--- src/rtl/pipeline_sequencer.sv ---
// pipeline_sequencer
//   Runs a frame through NUM_STAGES stages one at a time. Each frame starts by
//   latching the bypass mask and watchdog limit. The sequencer then enables
//   each non-bypassed stage in ascending order and waits for that stage's
//   done bit. It reports the completed frame with a one-cycle pulse. A stage
//   that exceeds the watchdog limit parks the sequencer in a sticky error
//   state until clear_error.
//
// Ports
//   clk            rising-edge clock
//   reset          synchronous active-high reset
//   enable         1 = run frames back to back, 0 = stop / abort current frame
//   stage_bypass   bit i = 1 skips stage i (sampled at frame start)
//   timeout_limit  max cycles per stage, 0 disables the watchdog (frame start)
//   clear_error    pulse that leaves the error state
//   stage_done     bit i = stage i finished; only the active stage's bit counts
//   stage_enable   one-hot enable of the active stage, zero otherwise
//   busy           high while a frame is running
//   frame_done     one-cycle pulse per completed frame
//   frame_count    completed frames, wrapping
//   error          sticky watchdog error
//   error_stage    index of the stage that timed out
module pipeline_sequencer #(
  parameter int NUM_STAGES  = 5,
  parameter int TIMEOUT_W   = 16,
  parameter int FRAME_CNT_W = 8,
  parameter int IDX_W       = $clog2(NUM_STAGES)
) (
  input  logic                   clk,
  input  logic                   reset,
  input  logic                   enable,
  input  logic [NUM_STAGES-1:0]  stage_bypass,
  input  logic [TIMEOUT_W-1:0]   timeout_limit,
  input  logic                   clear_error,
  input  logic [NUM_STAGES-1:0]  stage_done,
  output logic [NUM_STAGES-1:0]  stage_enable,
  output logic                   busy,
  output logic                   frame_done,
  output logic [FRAME_CNT_W-1:0] frame_count,
  output logic                   error,
  output logic [IDX_W-1:0]       error_stage
);

  typedef enum logic [1:0] {ST_IDLE, ST_RUN, ST_DONE, ST_ERROR} state_t;

  state_t                  state;
  logic [IDX_W-1:0]        cur_idx;
  logic [TIMEOUT_W-1:0]    wd_cnt;
  logic [NUM_STAGES-1:0]   bypass_shadow;
  logic [TIMEOUT_W-1:0]    limit_shadow;

  // {found, index} of the lowest non-bypassed stage at or above 'from'.
  // Scanning downward lets the lowest match overwrite any higher one.
  function automatic logic [IDX_W:0] find_stage(input logic [NUM_STAGES-1:0] byp,
                                                input int from);
    logic [IDX_W:0] r;
    r = '0;
    for (int i = NUM_STAGES - 1; i >= 0; i--) begin
      if (i >= from && !byp[i]) r = {1'b1, IDX_W'(i)};
    end
    return r;
  endfunction

  logic [IDX_W:0] first_pick;  // first stage of a frame starting now (live mask)
  logic [IDX_W:0] adv_pick;    // next stage after the current one (frame mask)
  logic           cur_done;
  logic           wd_expired;

  always_comb begin
    first_pick = find_stage(stage_bypass, 0);
    adv_pick   = find_stage(bypass_shadow, int'(cur_idx) + 1);
    cur_done   = stage_done[cur_idx];
    wd_expired = (limit_shadow != '0) && (wd_cnt == limit_shadow - TIMEOUT_W'(1));
  end

  always_ff @(posedge clk) begin
    if (reset) begin
      state         <= ST_IDLE;
      cur_idx       <= '0;
      wd_cnt        <= '0;
      bypass_shadow <= '0;
      limit_shadow  <= '0;
      stage_enable  <= '0;
      busy          <= 1'b0;
      frame_done    <= 1'b0;
      frame_count   <= '0;
      error         <= 1'b0;
      error_stage   <= '0;
    end else begin
      frame_done <= 1'b0;
      case (state)
        ST_IDLE, ST_DONE: begin
          if (enable) begin
            bypass_shadow <= stage_bypass;
            limit_shadow  <= timeout_limit;
            wd_cnt        <= '0;
            if (first_pick[IDX_W]) begin
              state        <= ST_RUN;
              cur_idx      <= first_pick[IDX_W-1:0];
              stage_enable <= NUM_STAGES'(1) << first_pick[IDX_W-1:0];
              busy         <= 1'b1;
            end else if (state == ST_IDLE) begin
              // Empty frame: completes immediately.
              state       <= ST_DONE;
              frame_done  <= 1'b1;
              frame_count <= frame_count + FRAME_CNT_W'(1);
            end else begin
              // An empty frame right after DONE passes through IDLE first,
              // so DONE stays a single cycle and frames are spaced 2 apart.
              state <= ST_IDLE;
            end
          end else begin
            state <= ST_IDLE;
          end
        end

        ST_RUN: begin
          if (!enable) begin
            state        <= ST_IDLE;
            stage_enable <= '0;
            busy         <= 1'b0;
          end else if (cur_done) begin
            // A done bit on the watchdog's last cycle still advances.
            wd_cnt <= '0;
            if (adv_pick[IDX_W]) begin
              cur_idx      <= adv_pick[IDX_W-1:0];
              stage_enable <= NUM_STAGES'(1) << adv_pick[IDX_W-1:0];
            end else begin
              state        <= ST_DONE;
              stage_enable <= '0;
              busy         <= 1'b0;
              frame_done   <= 1'b1;
              frame_count  <= frame_count + FRAME_CNT_W'(1);
            end
          end else if (wd_expired) begin
            state        <= ST_ERROR;
            stage_enable <= '0;
            busy         <= 1'b0;
            error        <= 1'b1;
            error_stage  <= cur_idx;
          end else begin
            wd_cnt <= wd_cnt + TIMEOUT_W'(1);
          end
        end

        ST_ERROR: begin
          // error_stage is left holding the last failing index for inspection.
          if (clear_error) begin
            state <= ST_IDLE;
            error <= 1'b0;
          end
        end

        default: state <= ST_IDLE;
      endcase
    end
  end

endmodule

--- config.mk ---
export PLATFORM = sky130hd
export DESIGN_NAME = pipeline_sequencer
export DESIGN_NICKNAME = d
export VERILOG_FILES = /design/src/rtl/pipeline_sequencer.sv
export SDC_FILE = /design/constraint.sdc
export NUM_CORES = 1
export LEC_CHECK = 0
export BUFFER_PORTS_ARGS = -buffer_cell sky130_fd_sc_hd__buf_4
export CORE_ASPECT_RATIO = 1.75
export CORE_MARGIN = 10
export CORE_UTILIZATION = 35
export DETAILED_ROUTE_END_ITERATION = 10
export PLACE_DENSITY_LB_ADDON = 0.05
export SLEW_MARGIN = 10
export SYNTH_ARGS = -nofsm -noshare
export SYNTH_HDL_FRONTEND = slang
export SYNTH_SLANG_ARGS = --single-unit
--- constraint.sdc ---
create_clock -name clk -period 4 [get_ports clk]
set_input_delay 0.4 -clock clk [delete_from_list [all_inputs] [get_ports clk]]
set_output_delay 0.4 -clock clk [all_outputs]
set_load 0.1 [all_outputs]
### Word-level counts from Yosys, hierarchy flattened

Index checks and enable logic that the tools add are counted.
W data, S select, Z words.

* flip-flop bits (word level): 61
* output and inout port bits: 19
* word-level logic and storage cells: 132

* add/sub/neg operators: 4
* $lt $le $gt $ge: 6
* equality and inequality tests: 18
* shift-type cells: 2
* multiplexer cells: 65
* bitwise operators: 1
* reductions and logical operators: 25

Operator list (number)
* $mux W16: 4
* $mux W8: 6
* $mux W4: 10
* $pmux W16 S2: 1
* $mux W5: 6
* $ne A2 B2 Y1 const B: 11
* $mux W1: 17
* $add A16 B1 Y16 const B: 1
* $eq A16 B16 Y1: 1
* $mux W2: 8
* $pmux W8 S2: 1
* $reduce_bool A16 Y1: 1
* $sub A16 B1 Y16 const B: 1
* $mux W3: 5
* $reduce_and A4 Y1: 3
* $pmux W5 S2: 1
* $reduce_and A5 Y1: 2
* $shl A1 B3 Y5 const A: 2
* $add A8 B1 Y8 const B: 1
* $ge A1 B4 Y1 const A: 2
* $ge A2 B4 Y1 const A: 2
* $ne A4 B4 Y1 const B: 2
* $reduce_and A7 Y1: 1
* $logic_and A1 B1 Y1: 6
* other kinds (18): 26

### Longest topological paths before layout

* word-level depth: 13
* depth in mapped cells: 10
* mapped depth without buffers: 10

### Worst setup path after synthesis

Ideal clock, no wire load.

* path type: flip-flop to flip-flop
* start: reg limit_shadow[0]
* end: reg stage_enable[4]
* setup time: 0.121 ns
* arrival time: 2.473 ns
* required time: 3.879 ns
* slack: 1.406 ns
* stages on the path, launching flop included: 11
* path buffers: 0
* clock period less this slack: 2.594 ns
* cells stage by stage: dfxtp_1 inv_1 ha_1 nor3b_1 nand3_1 nor4b_1 a21oi_2 nor3_2 a21oi_2 o21ai_2 mux2_2

* word-level cells in the longest chain between the ends: 5

Ends and longest elaborated chain
* start, declared: RTL line 50 `logic [TIMEOUT_W-1:0] limit_shadow;`
* start signal, assigned: RTL line 95 `limit_shadow <= timeout_limit;`
* $sub A16 B1 Y16: RTL line 73 `wd_expired = (limit_shadow != '0) && (wd_cnt == limit_shadow - TIMEOUT_W'(1));`
* $eq A16 B16 Y1: RTL line 73
* $logic_and A1 B1 Y1 *: RTL line 73
* $ne A4 B4 Y1 (no line) *
* $reduce_and A4 Y1 (no line) *
* end signal, assigned: RTL line 100 `stage_enable <= NUM_STAGES'(1) << first_pick[IDX_W-1:0];`
* end signal, assigned: RTL line 127 `stage_enable <= NUM_STAGES'(1) << adv_pick[IDX_W-1:0];`
* end, declared: RTL line 36 `output logic [NUM_STAGES-1:0] stage_enable,`

Every way passes the cells marked *; elsewhere a longest branch is shown, timed or not.
A chain may end at the register's enable or synchronous reset.

### Worst setup path in the final report

Ends and elaborated chain as after synthesis.

==> impl_metrics.env <==
export IMPL_async_flop_share_pct=0
export IMPL_fmax_mhz=332.6
export IMPL_path_clk_slew_ps=60
export IMPL_rsz0062_at_grt="false"
export IMPL_ys_seq_area_share_pct=34.04
export IMPL_port_buffers=48
export IMPL_boundaryPins=49
export IMPL_synth_top_cell_by_area="dfxtp_1"
export IMPL_drt_pass1_iterations=4
export IMPL_grt_max_degree=52
export IMPL_synth_fa_ha_area_share_pct=2.442
export IMPL_hold_buffers=0
export IMPL_fin_crit_ps=3007
export IMPL_die_height_um=153.9
export IMPL_cts_sinks=61
export IMPL_power_w=0.001841
export IMPL_cap_viol_max_count=0
export IMPL_cts_resized_gates=0
export IMPL_cts_tree="done"
export IMPL_nets=529
export IMPL_avgViaCountPerCell=5.373
export IMPL_ff2ff_path_depth=10
export IMPL_syn_avg_cell_area_um2=7.989
export IMPL_cp_max_fo=5
export IMPL_synth_ff_type="dfxtp_1"
export IMPL_tightestPinTransition_ps=802.2
export IMPL_crit_top_cell="a21oi_2"
export IMPL_yosysTopAreaCellShare_pct=34.04
export IMPL_hold_class="primary input to flop"
export IMPL_htreeDepth=3
export IMPL_synth_most_common_cell="dfxtp_1"
export IMPL_clk_latency_ps=340
export IMPL_crit_path_end_kind="flop"
export IMPL_cts_inserted_buffers=9
export IMPL_initial_core_util_pct=35.98
export IMPL_cp_num_buf_inv=1
export IMPL_cp_top_family="simple AND/OR/NAND/NOR gates"
export IMPL_crit_type="flop to flop"
export IMPL_syn_area_mm2=0.003587
export IMPL_drc=0
export IMPL_required_ps=4220
export IMPL_cts_setup_buffers=0
export IMPL_grt_pass1_vias=3497
export IMPL_synth_top_family_by_area="simple AND/OR/NAND/NOR gates"
export IMPL_cellPowerDensity_mw_per_mm2=421.5
export IMPL_skew_ps=5.756
export IMPL_drt_initial_drc_count=139
export IMPL_antenna_cells=0
export IMPL_core_rowCount=48
export IMPL_status="finished, final reports clean"
export IMPL_syn_num_nets=486
export IMPL_synthTopCellsByArea="dfxtp_1 34%, nand2_1 6.3%, a21oi_1 6.1%, nor2_1 5.1%, xnor2_1 3.7%"
export IMPL_yosys_warnings=0
export IMPL_clockBufferDepth=2
export IMPL_crit_slowest_cell="nor3b_1"
export IMPL_dp_hpwl_um=8168
export IMPL_cp_data_arrival_time_ps=3230
export IMPL_coreArea_mm2=0.009970
export IMPL_synth_compound_area_share_pct=18.28
export IMPL_syn_to_final_growth_pct=21.76
export IMPL_slew_limit_headroom_pct=46.39
export IMPL_synth_edf_count=0
export IMPL_start_kind="flop"
export IMPL_finalHoldViolCount=0
export IMPL_die_x_um=96.53
export IMPL_track_usage_pct=14.90
export IMPL_finalCritPeriodShare_pct=75.16
export IMPL_wire_per_inst_um=16.93
export IMPL_setup_violations=0
export IMPL_syn_inst=449
export IMPL_p_leak_nw=1.703
export IMPL_path_cells="inv_1, ha_1, nor3b_1, nand3_1, nor4b_1, a21oi_2, nor3_2, a21oi_2, o21ai_2, mux2_2"
export IMPL_setup_tns_final_ps=0
export IMPL_peakVddDrop_mv=0.2113
export IMPL_slew_violations=0
export IMPL_globalRoute_totalOverflow=0
export IMPL_whs_path_depth=3
export IMPL_vias=3342
export IMPL_cp_depth=10
export IMPL_synth_xor_area_share_pct=6.836
export IMPL_wirelength_um=10530
export IMPL_drtAntennaViolNets=0
export IMPL_cpPeakStageDelay_ps=440
export IMPL_grt_first_pass_wirelength_um=17540
export IMPL_die_area_mm2=0.01486
export IMPL_drive_above_1_share_pct=18.51
export IMPL_grt_antenna_before_repair=0
export IMPL_synth_common_cells="61 x dfxtp_1, 60 x nand2_1, 49 x nor2_1"
export IMPL_ys_seq_elements=61
export IMPL_root_buffer="clkbuf_16"
export IMPL_yosys_area_share_simple_pct=29.58
export IMPL_muxShareOfSynthArea_pct=4.604
export IMPL_gp_congestion=0.8524
export IMPL_synth_distinct_cells=67
[sequential cells by signal (all words and copies together) (netlist names)]
register and count:
limit_shadow 16, bypass_shadow 5, stage_enable 5, frame_count 8, error_stage 3, cur_idx 3
state 2, frame_done 1, busy 1, error 1, wd_cnt 16
[report_power, final]
part	internal, W	leakage (nW)	switching [W]
registers	0.000631	0.497	0.0000338
clock network	0.000561	0.158	0.000290
logic	0.000123	1.05	0.000202
[per-stage QoR]
step / cells / hold WS (ps) / setup WS (ps) / utilization [%] / area, um^2
2_1_floorplan: 449 / 431.2 / 1406 / - / 3587
3_3_place_gp: 606 / 441.0 / 1095 / 40.55 / 4043
3_5_place_dp: 606 / 445.7 / 1061 / 40.55 / 4043
4_1_cts: 622 / 306.6 / 1051 / 43.81 / 4368
5_1_grt: 622 / 314.6 / 721.6 / 43.81 / 4368
6_report: 622 / 310.6 / 993.4 / 43.81 / 4368
[area by class of cell]
| class | instances | area [um^2] |
|---|---|---|
| Tap cell | 125 | 156.4 |
| Inverter | 20 | 75.07 |
| Fill cell | 1056 | 5602 |
| Clock buffer | 10 | 239.0 |
| Sequential cell | 61 | 1221 |
| Timing Repair Buffer | 50 | 375.4 |
| Clock inverter | 6 | 86.33 |
| Multi-Input combinational cell | 350 | 2215 |
[kinds of logic (layout without fill, tap and decap cells)]
group / count (synthesis) / after routing
xor+xnor: 26 / 26
simple gates: 201 / 201
compound gates: 101 / 101
flops: 61 / 61
buf+inv: 38 / 86
mux: 15 / 15
fa+ha+maj: 7 / 7
[per-layer routing]
metal	track usage [%]	wire length (um)	vias up
li1	-	-	1677
met4	6.259	310	0
met3	3.559	301	20
met5	0	0	-
met1	15.31	4033	1591
met2	27.11	5882	54
[worst min-delay path: cells and delay by family]
kind / cells / cell delay (ps)
AOI/OAI and AO/OA: 1 / 50
buffers and inverters: 1 / 100
and+or+nand+nor: 1 / 50
[layout by cell type (no fill, tap or decap), types with 3 or more instances in the layout]
cell type	count
a21o_1	5
o211ai_1	4
o21a_1	6
nor3b_1	3
nand3_1	16
a21oi_2	3
and3_1	4
ha_1	7
xor2_1	10
a21oi_1	44
nand4_1	9
nor2_1	49
nor4_1	4
and4_1	4
buf_4	50
nand2b_1	9
and2_1	3
nor2b_1	6
or3_1	3
dfxtp_1	61
nor3_1	10
a211oi_1	7
mux2i_1	12
xnor2_1	15
nand2_1	60
clkbuf_16	9
o21ai_0	10
inv_1	20
[path summary, 6_finish.rpt]
kind / start / endpoint / slack [ps]
hold reg to reg: bypass_shadow[1]$_SDFFE_PP0P_ / bypass_shadow[1]$_SDFFE_PP0P_ / 460
setup / recovery: limit_shadow[0]$_SDFFE_PP0P_ / stage_enable[4]$_SDFFE_PP0P_ / 990
hold / removal: timeout_limit[11] / limit_shadow[11]$_SDFFE_PP0P_ / 310
setup reg to reg: limit_shadow[0]$_SDFFE_PP0P_ / stage_enable[4]$_SDFFE_PP0P_ / 990
Power figures use the tool's default switching activity.
